--- config.mk ---
export PLATFORM = sky130hd
export DESIGN_NAME = pc_redirect_ctrl
export DESIGN_NICKNAME = d
export VERILOG_FILES = /design/src/rtl/pc_redirect_ctrl.sv
export SDC_FILE = /design/constraint.sdc
export NUM_CORES = 1
export LEC_CHECK = 0
export ABC_AREA = 1
export BUFFER_PORTS_ARGS = -buffer_cell sky130_fd_sc_hd__buf_2
export CORE_AREA = 2 2 85 87
export CTS_BUF_LIST = sky130_fd_sc_hd__clkbuf_4 sky130_fd_sc_hd__clkbuf_8
export DETAILED_ROUTE_END_ITERATION = 10
export DIE_AREA = 0 0 87 89
export HOLD_SLACK_MARGIN = 0.02
export PLACE_DENSITY_LB_ADDON = 0.3
export REMOVE_ABC_BUFFERS = 1
export SLEW_MARGIN = 40
export SYNTH_ARGS = -nofsm -noshare
export SYNTH_HDL_FRONTEND = slang
export SYNTH_SLANG_ARGS = --single-unit
--- constraint.sdc ---
create_clock -name clk -period 1.5 [get_ports clk]
set_input_delay 0.075 -clock clk [delete_from_list [all_inputs] [get_ports clk]]
set_output_delay 0.075 -clock clk [all_outputs]
set_load 0.1 [all_outputs]
--- src/rtl/pc_redirect_ctrl.sv ---
// PC redirect sequencing for ID-stage jump/branch resolution: chooses pc+2, jump
// target or hold, drives IF/ID stall/flush, and parks a taken target while fetch is busy.
module pc_redirect_ctrl #(
  parameter int WIDTH = 16,
  parameter int CNT_W = 16
) (
  input  logic             clk,
  input  logic             rst,
  input  logic             id_valid,
  input  logic             id_is_ctrl,
  input  logic             id_uses_rs,
  input  logic             rs_hazard,
  input  logic             pc_sel,
  input  logic [WIDTH-1:0] pc_jump_out,
  input  logic [WIDTH-1:0] pc_add2,
  input  logic             fetch_busy,
  output logic [WIDTH-1:0] pc_next,
  output logic             pc_we,
  output logic             stall_IF_ID,
  output logic             flush_IF_ID,
  output logic             redirect_pending,
  output logic [CNT_W-1:0] redirect_cnt
);

  typedef enum logic [1:0] {IDLE, HAZ, PEND} state_t;

  state_t           state, state_nxt;
  logic [WIDTH-1:0] tgt_q;
  logic             ctrl, blocked, run_idle, cnt_inc, tgt_ld;

  function automatic logic [CNT_W-1:0] sat_inc(input logic [CNT_W-1:0] v);
    return (&v) ? v : v + 1'b1;
  endfunction

  assign ctrl    = id_valid & id_is_ctrl;
  assign blocked = ctrl & id_uses_rs & rs_hazard;

  always_comb begin
    pc_next          = pc_add2;
    pc_we            = ~fetch_busy;
    stall_IF_ID      = fetch_busy;
    flush_IF_ID      = 1'b0;
    redirect_pending = 1'b0;
    state_nxt        = IDLE;
    cnt_inc          = 1'b0;
    tgt_ld           = 1'b0;
    run_idle         = 1'b0;

    case (state)
      IDLE: run_idle = 1'b1;
      HAZ: begin
        // A vanished instruction falls back to plain sequential fetch.
        if (id_valid && rs_hazard) begin
          stall_IF_ID = 1'b1;
          pc_we       = 1'b0;
          state_nxt   = HAZ;
        end else if (id_valid) begin
          run_idle = 1'b1;
        end
      end
      PEND: begin
        redirect_pending = 1'b1;
        pc_next          = tgt_q;
        stall_IF_ID      = 1'b0;
        flush_IF_ID      = 1'b1;
        pc_we            = ~fetch_busy;
        if (fetch_busy) state_nxt = PEND;
        else            cnt_inc   = 1'b1;
      end
      default: state_nxt = IDLE;
    endcase

    // Resolution rules shared by IDLE and a hazard that clears this cycle.
    if (run_idle) begin
      if (blocked) begin
        stall_IF_ID = 1'b1;
        pc_we       = 1'b0;
        state_nxt   = HAZ;
      end else if (ctrl && pc_sel && !fetch_busy) begin
        pc_next     = pc_jump_out;
        pc_we       = 1'b1;
        flush_IF_ID = 1'b1;
        stall_IF_ID = 1'b0;
        cnt_inc     = 1'b1;
      end else if (ctrl && pc_sel) begin
        pc_we       = 1'b0;
        flush_IF_ID = 1'b1;
        stall_IF_ID = 1'b0;
        tgt_ld      = 1'b1;
        state_nxt   = PEND;
      end
    end

    if (rst) begin
      pc_next          = '0;
      pc_we            = 1'b0;
      stall_IF_ID      = 1'b0;
      flush_IF_ID      = 1'b0;
      redirect_pending = 1'b0;
    end
  end

  always_ff @(posedge clk) begin
    if (rst) begin
      state        <= IDLE;
      tgt_q        <= '0;
      redirect_cnt <= '0;
    end else begin
      state <= state_nxt;
      if (tgt_ld)  tgt_q        <= pc_jump_out;
      if (cnt_inc) redirect_cnt <= sat_inc(redirect_cnt);
    end
  end

endmodule

==> Implementation_results.wiki <==
{| class="wikitable"
! Metric !! Value
|-
| Pin slew with the least headroom to its limit || 0.494 ns
|-
| Net count, final || 494
|-
| Maximum net fanout on the critical path || 8
|-
| Starting density of the core || 33.6%
|-
| Adder-cell share of the synthesized area || 2.22%
|-
| Post-route minimum period || 1.97 ns
|-
| Clock transition at the registers of the reported paths || 0.08 ns
|-
| Result of the run || finished, violations left
|-
| Post-detailed-placement half-perimeter wirelength || 4580 um
|-
| Count of distinct cell types in the synthesized netlist || 29
|-
| Clock root cell || clkbuf_8
|-
| Final worst setup slack || -0.470 ns
|-
| Via count of the first global-routing pass || 2605
|-
| Cell types with the highest counts after synthesis || nand2_1, a21oi_1, dfxtp_1
|-
| Final worst-path cycle share || 131%
|-
| Global-route usage over all layers || 20.0%
|-
| TritonCTS Buffers || 5
|-
| Complex-gate fraction of the synthesized area || 26.3%
|-
| Number of antenna-violating nets in the routed design || 0
|-
| Total of warnings raised by yosys || 0
|-
| Async SR Flop Fraction || 0%
|-
| Area share of and/or/nand/nor cells after synthesis || 27.0%
|-
| Peak Freq || 0.508 GHz
|-
| Total inserted antenna cells || 0
|-
| Number of core rows || 30
|-
| Endpoint required time on the critical path || 1.42 ns
|-
| Lkg Pwr || 1.58 nW
|-
| Crit start category || flop
|-
| Synthesized-area fraction occupied by xor and xnor cells || 3.88%
|-
| Critical Path Sink Type || primary output
|-
| Pwr per Cell Area || 634 mW/mm^2
|-
| DRC viols || 0
|-
| H-tree Lvls || 2
|-
| DR vias/cell || 5.03
|-
| Worst Reg-to-Reg Cells || 13
|-
| Cells after synthesis || 332
|-
| Unrepaired setup endpoints after global routing || yes
|-
| TNS Setup || -13.06 ns
|-
| Remaining Overflow, GRT || 0
|-
| Violations in the final reports || setup timing
|-
| Count of filler cells inserted in the layout || 540
|-
| Path class of the lowest-slack min-delay path || in2reg
|-
| Top-level port count || 76
|-
| Final design utilization || 61.2%
|-
| DR iter-0 viols || 75
|-
| Startpoint of the worst register-to-register path || state[1]$_SDFF_PP0_
|-
| First drt pass iteration count || 4
|-
| Mean routed wirelength per cell || 14.9 um
|-
| Ys flop type || dfxtp_1
|-
| Endpoints failing setup || 52
|-
| Post-synth design cell area || 0.00226 mm^2
|-
| Pin count of the biggest net entering global routing || 34
|-
| Worst slew margin relative to its limit || 67.3%
|-
| Critical path data arrival time || 1.89 ns
|-
| Worst-case clock skew || 0.00659 ns
|-
| Final count of hold timing violations || 0
|-
| Total number of clock tree sinks || 34
|-
| Final Non-Filler Cells || 531
|-
| Number of vias after detailed routing || 2669
|-
| Destination of the worst register-to-register timing path || state[1]$_SDFF_PP0_
|-
| Post-synthesis sequential element count || 34
|-
| Multiplexer share of the synthesized area || 0%
|-
| Leading cell types by total area after synthesis || dfxtp_1, nand2_1, a21oi_1
|-
| Placer Congestion || 0.819
|-
| Number of enable flip-flop cells after synthesis || 0
|-
| Ratio of cells with drive above 1 in the final layout || 51.7%
|-
| Max capacitance violation total || 0
|-
| Die Width || 87 um
|-
| Maximum number of buffers from clock root to sink || 2
|-
| # placed instances || 505
|-
| TritonCTS clock tree || done
|-
| Dominant cell by count in the synthesized netlist || nand2_1
|-
| Floorplan die area || 0.00774 mm^2
|-
| Largest area contributor in the netlist || dfxtp_1
|-
| Dominant combinational cell family by area after synthesis || simple AND/OR/NAND/NOR gates
|-
| Worst-skew pair later-pin latency || 0.29 ns
|-
| Sequential share of the synthesized area || 30.1%
|-
| Class of the most critical setup path || reg2out
|-
| Register-to-register setup slack || -0.31 ns
|-
| Initial antenna violation count || 0
|-
| Maximum vdd ir drop || 0.329 mV
|-
| Wire length of the first global-routing pass || 12300 um
|-
| Hold bufs inserted after CTS || 0
|-
| DIE HEIGHT || 89 um
|-
| Number of buffers added on ports || 75
|-
| Placeable core region || 0.00672 mm^2
|-
| Synth Area per Inst || 6.80 um^2
|-
| End point of the critical path || pc_next[4]
|-
| Total chip power || 0.00261 W
|-
| Final number of max-transition violations || 0
|-
| Start point of the critical path || state[1]$_SDFF_PP0_
|-
| Post-synth top area share || 30.1%
|-
| Post-synthesis to final-layout area growth || 82.2%
|-
| Routed WL || 7910 um
|}
repair_timing:
item | 4_1_cts | 5_1_grt
pin swaps | 3 | 8
resized for setup | 104 | 19
endpoints found under the setup margin | 53 | 53
setup buffers | 9 | 5
gates cloned | 4 | 3
critical path, cell delays in order (launching register included):
cell and delay [ns]:
dfxtp_2 0.35, inv_2 0.05, ha_4 0.15, nand3b_1 0.11
nand2_2 0.09, nand2_4 0.08, inv_4 0.05, nand2_8 0.11
buf_12 0.18, o21ai_4 0.07, a21oi_4 0.16, buf_12 0.19
layer usage:
metal  global-route usage (%)  up-vias  wire length (um)
met5                        0        -                 0
met4                     6.11        0                92
met3                     4.52       10               390
met2                     37.2       80              4050
met1                     22.6     1240              3380
li1                         -     1339                 -
final cells by class:
class / instances / area (um^2) / share of cell area [%]
flip-flops and latches: 34 / 683 / 16.6
repair buffers: 128 / 1300 / 31.7
well taps: 80 / 100 / 2.43
clock buffers: 6 / 82.6 / 2.01
multi-input cells: 245 / 1790 / 43.5
clock inverters: 2 / 12.5 / 0.304
inverters: 36 / 141 / 3.44
stage by stage:
step                      worst slack [ns]  hold slack, ns  cell area, um^2
after floorplan                      -1.74           0.137             2160
after global placement              -0.206           0.359             3270
after detailed placement            -0.325           0.370             3270
after CTS                           -0.425          0.0724             3930
after global routing                -0.536           0.111             4110
final                               -0.470          0.0940             4110
where the power goes:
| group | total, W | leakage (nW) | switching, W | internal (W) |
|---|---|---|---|---|
| Sequential | 0.000926 | 0.276 | 0.00000590 | 0.000920 |
| Clock | 0.000727 | 0.0472 | 0.000358 | 0.000369 |
| Combinational | 0.000954 | 1.26 | 0.000595 | 0.000359 |
worst min-delay path by stage:
| stage | from | endpoint | cells past startpoint |
|---|---|---|---|
| 3_3_place_gp | pc_jump_out[0] | tgt_q[0]$_SDFFE_PP0P_ | 3 |
| 4_1_cts | pc_jump_out[11] | tgt_q[11]$_SDFFE_PP0P_ | 3 |
| 5_1_grt | pc_jump_out[13] | tgt_q[13]$_SDFFE_PP0P_ | 3 |
| 2_1_floorplan | rst | redirect_cnt[10]$_SDFFE_PP0P_ | 1 |
| 3_5_place_dp | pc_jump_out[0] | tgt_q[0]$_SDFFE_PP0P_ | 3 |
| 6_report | pc_jump_out[10] | tgt_q[10]$_SDFFE_PP0P_ | 3 |
sequential cells by signal (all words and copies together), names as in the netlist:
| register | count |
|---|---|
| state | 2 |
| redirect_cnt | 16 |
| tgt_q | 16 |
logic make-up after synthesis:
family / count (synthesis)
AOI/OAI and AO/OA: 110
buffers and inverters: 54
xor gates and xnor gates: 10
and+or+nand+nor: 120
adders and majority gates: 4
DFF: 34
cell usage in the layout, fill, tap and decap left out, types with 3 or more instances in the layout:
master     netlist  layout
buf_6            2       8
o21ai_0         28      11
nand2_1         60      56
a21oi_4          0      18
nand2_4          3       3
nand3_2          2       4
dfxtp_1         34      32
nor2_4           3       4
inv_1           33      28
o21ai_4          0       9
nand3_1         10       8
nand2_2         14      17
a21oi_1         44      21
o21ai_1         26      24
nor2_1          16      15
o21ai_2          0      10
buf_4            4      32
buf_16           0       3
buf_12           0      27
a21oi_2         10      15
clkbuf_16        0       3
inv_2            3       6
xnor2_1          9       9
buf_2            3      55
nand4_1          8       8
clkbuf_8         0       6
Note: power is estimated with default switching activity, not from simulation.
